[config.mk]
export PLATFORM = sky130hd
export DESIGN_NAME = sum_uart_accum
export DESIGN_NICKNAME = d
export VERILOG_FILES = /design/src/rtl/sum_uart_pkg.sv /design/src/rtl/uart_byte_tx.sv /design/src/rtl/sum_uart_accum.sv
export SDC_FILE = /design/constraint.sdc
export NUM_CORES = 1
export LEC_CHECK = 0
export CORE_AREA = 3 3 75 77
export DETAILED_ROUTE_END_ITERATION = 12
export DIE_AREA = 0 0 78 80
export GPL_TIMING_DRIVEN = 0
export PLACE_DENSITY = 0.69
export SKIP_CTS_REPAIR_TIMING = 1
export SYNTH_ARGS = -nofsm -noshare
export SYNTH_HDL_FRONTEND = slang
export SYNTH_SLANG_ARGS = --single-unit
[constraint.sdc]
create_clock -name clk -period 1.61 [get_ports clk]
set_input_delay 0.483 -clock clk [delete_from_list [all_inputs] [get_ports clk]]
set_output_delay 0.483 -clock clk [all_outputs]
set_load 0.005 [all_outputs]
[src/rtl/sum_uart_pkg.sv]
// Shared types and helpers for the running-sum UART transmitter.
// Optional even parity is selected by SUM_UART_PARITY_EN.
package sum_uart_pkg;

  typedef enum logic [2:0] {
    IDLE,
    START,
    DATA,
    PARITY,
    STOP
  } tx_state_e;

  localparam int UART_DATA_BITS = 8;

  // Ceiling log2 used for derived widths; clog2_f(1) == 0.
  function automatic int clog2_f(input int v);
    int r;
    r = 0;
    while ((1 << r) < v) r = r + 1;
    return r;
  endfunction

endpackage

[src/rtl/uart_byte_tx.sv]
// Single-byte UART serializer (8N1, or 8E1 with SUM_UART_PARITY_EN).
// ready is high in IDLE and on the final STOP cycle so bytes can chain back to back.
module uart_byte_tx
  import sum_uart_pkg::*;
#(
  parameter int CLKS_PER_BIT = 434
) (
  input  logic       clk,
  input  logic       reset_n,
  input  logic       start,
  input  logic [7:0] data,
  output logic       ready,
  output logic       txd
);

  localparam int BAUD_W = clog2_f(CLKS_PER_BIT);
  localparam logic [BAUD_W-1:0] BAUD_LAST = BAUD_W'(CLKS_PER_BIT - 1);
  localparam logic [2:0] BIT_LAST = 3'(UART_DATA_BITS - 1);

  tx_state_e         state_q, state_d;
  logic [BAUD_W-1:0] baud_q, baud_d;
  logic [2:0]        bit_q, bit_d;
  logic [7:0]        byte_q, byte_d;
  logic              baud_last;

  assign baud_last = (baud_q == BAUD_LAST);

  always_ff @(posedge clk or negedge reset_n) begin
    if (!reset_n) begin
      state_q <= IDLE;
    end else begin
      state_q <= state_d;
    end
  end

  always_comb begin
    state_d = state_q;
    case (state_q)
      IDLE:  if (start) state_d = START;
      START: if (baud_last) state_d = DATA;
      DATA: begin
        if (baud_last && (bit_q == BIT_LAST)) begin
`ifdef SUM_UART_PARITY_EN
          state_d = PARITY;
`else
          state_d = STOP;
`endif
        end
      end
`ifdef SUM_UART_PARITY_EN
      PARITY: if (baud_last) state_d = STOP;
`endif
      // A start on the last stop cycle chains straight into the next start bit.
      STOP: if (baud_last) state_d = start ? START : IDLE;
      default: state_d = IDLE;
    endcase
  end

  always_comb begin
    txd   = 1'b1;
    ready = 1'b0;
    case (state_q)
      IDLE:   ready = 1'b1;
      START:  txd   = 1'b0;
      DATA:   txd   = byte_q[bit_q];
`ifdef SUM_UART_PARITY_EN
      PARITY: txd   = ^byte_q;
`endif
      STOP:   ready = baud_last;
      default: begin
        txd   = 1'b1;
        ready = 1'b0;
      end
    endcase
  end

  always_comb begin
    baud_d = (state_q == IDLE || baud_last) ? '0 : baud_q + BAUD_W'(1);
    bit_d  = bit_q;
    if (state_q != DATA) begin
      bit_d = '0;
    end else if (baud_last) begin
      bit_d = bit_q + 3'd1;
    end
    byte_d = (start && ready) ? data : byte_q;
  end

  always_ff @(posedge clk or negedge reset_n) begin
    if (!reset_n) begin
      baud_q <= '0;
      bit_q  <= '0;
      byte_q <= '0;
    end else begin
      baud_q <= baud_d;
      bit_q  <= bit_d;
      byte_q <= byte_d;
    end
  end

endmodule

[src/rtl/sum_uart_accum.sv]
// Operand accumulator with UART readout of the running sum, LSB byte first.
// Define SUM_UART_PARITY_EN for 8E1 frames instead of 8N1.
module sum_uart_accum
  import sum_uart_pkg::*;
#(
  parameter  int DATA_W       = 4,
  parameter  int NUM_OPS      = 4,
  parameter  int CLKS_PER_BIT = 434,
  localparam int SUM_W        = DATA_W + clog2_f(NUM_OPS),
  localparam int CNT_W        = clog2_f(NUM_OPS + 1)
) (
  input  logic              clk,
  input  logic              reset_n,
  input  logic [DATA_W-1:0] data_input,
  input  logic              save_n,
  input  logic              clear_n,
  input  logic              uart_tx_en,
  output logic [CNT_W-1:0]  op_count,
  output logic [SUM_W-1:0]  sum_out,
  output logic              full,
  output logic              uartbusy,
  output logic              uart_txd
);

  localparam int NBYTES = (SUM_W + 7) / 8;
  localparam int PAD_W  = 8 * NBYTES;
  localparam int IDX_W  = (NBYTES > 1) ? clog2_f(NBYTES) : 1;
  localparam logic [IDX_W-1:0] LAST_IDX = IDX_W'(NBYTES - 1);

  // Two synchroniser flops plus one history flop per button/request input.
  logic [2:0] save_sh_q, clear_sh_q, txen_sh_q;
  logic       save_evt_q, clear_evt_q, txen_evt_q;

  always_ff @(posedge clk or negedge reset_n) begin
    if (!reset_n) begin
      save_sh_q   <= '1;
      clear_sh_q  <= '1;
      txen_sh_q   <= '0;
      save_evt_q  <= 1'b0;
      clear_evt_q <= 1'b0;
      txen_evt_q  <= 1'b0;
    end else begin
      save_sh_q   <= {save_sh_q[1:0], save_n};
      clear_sh_q  <= {clear_sh_q[1:0], clear_n};
      txen_sh_q   <= {txen_sh_q[1:0], uart_tx_en};
      save_evt_q  <= save_sh_q[2] & ~save_sh_q[1];
      clear_evt_q <= clear_sh_q[2] & ~clear_sh_q[1];
      txen_evt_q  <= ~txen_sh_q[2] & txen_sh_q[1];
    end
  end

  logic [SUM_W-1:0] sum_q, sum_d;
  logic [CNT_W-1:0] cnt_q, cnt_d;
  logic             full_w;

  assign full_w = (cnt_q == CNT_W'(NUM_OPS));

  always_comb begin
    sum_d = sum_q;
    cnt_d = cnt_q;
    if (clear_evt_q) begin
      sum_d = '0;
      cnt_d = '0;
    end else if (save_evt_q && !full_w) begin
      sum_d = sum_q + SUM_W'(data_input);
      cnt_d = cnt_q + CNT_W'(1);
    end
  end

  always_ff @(posedge clk or negedge reset_n) begin
    if (!reset_n) begin
      sum_q <= '0;
      cnt_q <= '0;
    end else begin
      sum_q <= sum_d;
      cnt_q <= cnt_d;
    end
  end

  // snap_q holds the bytes of the frozen sum that have not yet been handed to the serializer.
  logic [PAD_W-1:0] sum_pad, snap_q, snap_d;
  logic [IDX_W-1:0] idx_q, idx_d;
  logic             busy_q, busy_d;
  logic             tx_ready, tx_start, send_go, next_go, last_done;
  logic [7:0]       tx_data;

  assign sum_pad   = PAD_W'(sum_q);
  assign send_go   = txen_evt_q & ~busy_q;
  assign next_go   = busy_q & tx_ready & (idx_q != LAST_IDX);
  assign last_done = busy_q & tx_ready & (idx_q == LAST_IDX);
  assign tx_start  = send_go | next_go;
  assign tx_data   = send_go ? sum_pad[7:0] : snap_q[7:0];

  always_comb begin
    busy_d = busy_q;
    idx_d  = idx_q;
    snap_d = snap_q;
    if (send_go) begin
      busy_d = 1'b1;
      idx_d  = '0;
      snap_d = sum_pad >> 8;
    end else if (next_go) begin
      idx_d  = idx_q + IDX_W'(1);
      snap_d = snap_q >> 8;
    end else if (last_done) begin
      busy_d = 1'b0;
    end
  end

  always_ff @(posedge clk or negedge reset_n) begin
    if (!reset_n) begin
      busy_q <= 1'b0;
      idx_q  <= '0;
      snap_q <= '0;
    end else begin
      busy_q <= busy_d;
      idx_q  <= idx_d;
      snap_q <= snap_d;
    end
  end

  uart_byte_tx #(
    .CLKS_PER_BIT(CLKS_PER_BIT)
  ) u_byte_tx (
    .clk    (clk),
    .reset_n(reset_n),
    .start  (tx_start),
    .data   (tx_data),
    .ready  (tx_ready),
    .txd    (uart_txd)
  );

  assign op_count = cnt_q;
  assign sum_out  = sum_q;
  assign full     = full_w;
  assign uartbusy = busy_q;

endmodule

# After elaboration in Yosys (flattened, before gate mapping)
# Cells that the tools add are included.
[word_totals]
elab_cells = 83
ff_bits = 54
input_bits = 9
out_inout_bits = 12
[classes]
add_sub_neg = 5
muxes = 25
bitwise_logic = 13
order_cmp = 1
reduce_logical = 12
n_eq_ne = 12
[op_table]
columns = ["operator", "n"]
rows = [
  ["two-way mux 3 bit", 8],
  ["two-way mux 8 bit", 3],
  ["two-way mux 6 bit", 2],
  ["one-hot mux 3 bit (4 select lines)", 1],
  ["adder 9 x 1 -> 9 bit, second input constant", 1],
  ["equality test 3 bit, second input constant", 3],
  ["equality test 9 bit, second input constant", 1],
  ["two-way mux 9 bit", 1],
  ["!= test 2 x 1 -> 1 bit, second input constant", 4],
  ["nonzero test 2 bit", 4],
  ["AND 1 bit", 7],
  ["two-way mux 1 bit", 7],
  ["adder 3 x 1 -> 3 bit, second input constant", 2],
  ["adder 6 x 4 -> 6 bit", 1],
  ["inverter 1 bit", 5],
  ["< comparator 3 x 4 -> 1 bit, second input constant", 1],
  ["one-hot mux 1 bit (2 select lines)", 2],
  ["AND reduction 4 bit", 1],
  ["binary-select mux 1 bit (select 3 bit)", 1],
  ["equality test 3 x 1 -> 1 bit, second input constant", 1],
  ["equality test 3 x 2 -> 1 bit, second input constant", 1],
  ["logical AND 1 bit", 3],
  ["zero test 3 bit", 1],
  ["!= test 3 x 2 -> 1 bit, second input constant", 1],
  ["6 further kinds", 6],
]

# Logic depth before layout (Yosys ltp)
# Gate-level depths: netlist (run 1).
[logic_depth]
word_depth = 8
depth_mapped = 6
mapped_depth_nobuf = 6

# Hierarchy
# From an unflattened synthesis (run 1), not the netlist that was laid out.
[hier_totals]
hier_cells = 188
area_unflattened_um2 = 2173.3
[by_module_without_submodules]
columns = ["mod", "instances", "seq_area_each_um2", "cells_each", "area_per_inst_um2"]
rows = [
  ["uart_byte_tx", 1, 575.6, 101, 1166.1],
  ["sum_uart_accum", 1, 583.1, 87, 1007.2],
]

# Least setup slack after synthesis (run 1)
# Ideal clock, no wire load.
[synth_path]
path_type = "flip-flop to output port"
from = "register u_byte_tx.bit_q[0]"
to = "output uart_txd"
arrival_ps = 1267
stages_incl_launch_ff = 5
required_time_ps = 1127
n_path_buf = 0
path_slack_ps = -140
path_cell_list = "dfrtp_1 -> mux4_2 -> nor2b_1 -> nor3_1 -> nor2_1"
[synth_between]
elab_chain_len = 3
[synth_rtl]
columns = ["item", "line_no", "text"]
rows = [
  ["start: declaration", "uart_byte_tx.sv:22", "logic [2:0] bit_q, bit_d;"],
  ["start signal: assignment", "uart_byte_tx.sv:95", "bit_q <= bit_d;"],
  ["binary-select mux 1 bit (select 3 bit)", "uart_byte_tx.sv:65", "DATA: txd = byte_q[bit_q];"],
  ["two-way mux 1 bit (implied by the code)", "uart_byte_tx.sv:65", ""],
  ["one-hot mux 1 bit (2 select lines)", "uart_byte_tx.sv:62", "case (state_q)"],
  ["end: declaration", "sum_uart_accum.sv:22", "output logic uart_txd"],
]
# No other way between the ends. The select of a mux whose other input is x is not followed.

# Final worst setup path (run 1)
[layout_path]
from = "register u_byte_tx.state_q[1]"
to = "output uart_txd"
[layout_between]
elab_chain_len = 2
elab_cells_between_ends = 3
cone_classes = "eq/ne: 2; mux: 1"
[layout_rtl]
columns = ["item", "line_no", "text"]
rows = [
  ["start: declaration", "uart_byte_tx.sv:20", "tx_state_e state_q, state_d;"],
  ["start signal: assignment", "uart_byte_tx.sv:32", "state_q <= state_d;"],
  ["equality test 3 x 2 -> 1 bit / equality test 3 x 1 -> 1 bit (equally long branches)", "uart_byte_tx.sv:62", ""],
  ["one-hot mux 1 bit (2 select lines) (*)", "uart_byte_tx.sv:62", ""],
]
# Mark *: on every way between the ends. The rest lies on a longest branch, timed or not.

==> impl_results.md, run 1 <==
- Status: complete, but fails checks
- Failing checks: setup timing
- Slew Limit Fails: 0
- Vias in the first global route: 1272
- Area Growth Syn to Fin: 39.5%
- Nets: 245
- Final core occ: 54.4%
- Yosys Warn Count: 0
- Final ANT Viol Nets: 0
- First DRT Iteration DRCs: 67
- Largest area contributor in the netlist: dfrtp_1
- Number of synthesized flops with an enable pin: 0
- # fillers: 447
- Die H: 80 um
- Syn Area/Cell: 11.6 um2
- GRT overflow: 0
- Starting density of the core: 39.0%
- Worst Tran Pin Value: 0.549 ns
- Routability cong.: 0.758
- Crit path max fanout: 6
- Final setup viols: 13
- Post-Synth Simple-Gate Area: 15.8%
- I/O pins: 21
- Synth Area in Compound Gates: 12.9%
- Commonest non-fill, non-tap cell in the layout: dfrtp_1
- Top-area cell type share of the netlist area: 48.0%
- Max-cap violations: 0
- CORE AREA: 5070 um2
- CTS Buf Count: 5
- Clock Path Buffers: 2
- Worst path required time: 1.13 ns
- Register area: 1120 um2
- Area of the multi-input gates: 991 um2
- Post-Synthesis Cells: 171
- Post-Syn Area: 1980 um2
- Async set-reset flop share out of synthesis: 100%
- Row count: 26
- Distinct cell type count after synthesis: 45
- Critical Path AT: 1.61 ns
- F_max: 478 MHz
- Max-Slew Margin vs Limit: 63.4%
- CTS tree: yes
- Crit start category: flip-flop
- First-pass GRT wire length: 5.95 mm
- Most frequent cells in the layout: 29 x dfrtp_1, 24 x buf_4, 20 x nor2_1
- Port Buf Inserts: 20
- Clock Tree Root: clkbuf_8
- LEAKAGE: 1.33 nW
- Clock transition at the registers of the reported paths: 0.08 ns
- Die Area: 6240 um2
- Syn Nets: 191
- Fin area: 2760 um2
- Total track usage: 12.2%
- Layout cell share with drive strength beyond 1: 36.7%
- Min cycle time layout: 2.09 ns
- Htree depth: 2
- Die width: 78 um
- Multiplexer share of the synthesized area: 2.65%
- Worst Hold Class: input port to asynchronous set/reset pin
- Drc violations: 0
- Area of placed instances: 2320 um2
- Initial antenna violation count: 0
- Setup crit end kind: primary output
- Final Hold Violating Endpoints: 0
- Ranking of synthesized cells by area: dfrtp_1 48%, dfstp_2 8.0%, ha_1 6.3%
- Clk_skew: 0.00646 ns
- HPWL Detailed: 2.47 mm
- Setup TNS: -1.92 ns
- PwrDens: 1090 nW/um2
- Synth Area in Adders: 7.33%
- Post-Route WL: 4.09 mm
- Largest net degree at the start of global routing: 24
- Largest family of logic cells by synthesized area: simple AND/OR/NAND/NOR gates
- Antenna Cells: 0
- Clock sinks: 44
- DR vias/cell: 4.97
- Seq/Total Area, Yosys: 56.0%
- Critical path type: flip-flop to primary output
- Setup ws final: -0.483 ns
- FF+latch count, synth: 44
- WL/cell: 13.8 um
- VDD IR max: 0.714 mV
- DR pass1 iterations: 4
- Via count: 1470
- RSZ-0062 raised after global routing: yes
- Clock Latency Late Sink: 0.29 ns
- Hold slack: 0.171 ns
- Tcrit/Tclk final: 130%
- Main synth FF type: dfrtp_1
- Xor/xnor cell area share of the yosys netlist: 3.98%
## flip-flops by register name (all words and copies together), names as in the netlist, 3 cells and up
signal and cells:
txen_sh_q 3, sum_out 6, u_byte_tx.byte_q 6, u_byte_tx.baud_q 9, u_byte_tx.bit_q 3, op_count 3
u_byte_tx.state_q 3, save_sh_q 3, clear_sh_q 3
## stage by stage
step,power [mW],worst slack (ns),cells
after floorplan,1.86,-0.0906,171
after global placement,2.09,-1.08,261
after detailed placement,2.13,-0.622,262
after CTS,2.80,-0.952,270
after global routing,3.23,-0.572,296
final,3.01,-0.483,296
## path summary, 6_finish.rpt
| path | from | to | slack, ns | depth (start not counted) |
|---|---|---|---|---|
| worst max-delay path | u_byte_tx.state_q[1] | uart_txd | -0.48 | 5 |
| worst min-delay path | reset_n | u_byte_tx.baud_q[4] | 0.17 | 1 |
| worst max register to register | u_byte_tx.baud_q[3] | u_byte_tx.byte_q[3] | -0.21 | 4 |
| worst min register to register | txen_sh_q[0] | txen_sh_q[1] | 0.36 | 0 |
| max in group asynchronous | reset_n | save_sh_q[1] | 0.87 | 2 |
| min in group clk | txen_sh_q[0] | txen_sh_q[1] | 0.36 | 0 |
## routing by layer
layer	up-vias	wire (um)	share of wire, %	global-route usage (%)
met1	731	1750	43	16.6
met2	23	2150	53	17.9
met3	5	127	3.1	3.72
met4	0	58	1.4	5.77
li1	711	-	-	-
met5	-	0	0	0
## worst max-delay path, stage by stage (launching register included)
cell and delay [ns]:
dfrtp_1 0.43, or3b_4 0.40, clkbuf_8 0.16, nor3_2 0.16, nor2_1 0.05, clkbuf_2 0.12
## logic make-up (layout without fill, tap and decap cells)
| kind of cell | after synthesis | after routing |
|---|---|---|
| AO/OA/AOI/OAI | 34 | 35 |
| multiplexers | 4 | 4 |
| XOR/XNOR | 9 | 9 |
| flip-flops | 44 | 44 |
| adder cells (fa/ha/maj) | 11 | 11 |
| AND/OR/NAND/NOR | 62 | 62 |
| buffers and inverters | 7 | 61 |
## area by class of cell
class / count / area share [%]
well taps: 70 / 3.17
clock buffers: 7 / 2.76
plain buffers: 2 / 0.634
inverters: 5 / 0.680
repair buffers: 46 / 16.1
flip-flops and latches: 44 / 40.6
clock inverters: 1 / 0.181
multi-input cells: 121 / 35.9
## report_power, final
group | switching (mW) | total (mW) | internal (mW)
registers | 0.175 | 1.49 | 1.31
logic | 0.379 | 0.867 | 0.488
clock network | 0.345 | 0.650 | 0.304
total | 0.899 | 3.01 | 2.11
## cells in the mapped netlist (2+ instances only)
library cell / count
ha_1: 10
nor2_1: 20
mux2i_1: 3
a21oi_1: 10
nor2b_1: 4
xor2_1: 3
a211oi_1: 2
xnor2_1: 6
dfstp_2: 6
dfrtp_1: 38
o21ai_0: 3
a22o_1: 6
nand4_1: 2
nand3_1: 5
nor3b_1: 2
or3_1: 2
nor3_1: 2
inv_1: 5
nand2_1: 16
(Power assumes the default switching activity.)
==> run 2: changes to the inputs <==
--- a/config.mk
+++ b/config.mk
@@ -6,6 +6,7 @@
 export NUM_CORES = 1
 export LEC_CHECK = 0
 export CORE_AREA = 3 3 75 77
+export CTS_CLUSTER_DIAMETER = 100
 export DETAILED_ROUTE_END_ITERATION = 12
 export DIE_AREA = 0 0 78 80
 export GPL_TIMING_DRIVEN = 0
==> results of run 2 <==
Same layout as run 1: the final DEF is identical, and so are final timing and power.
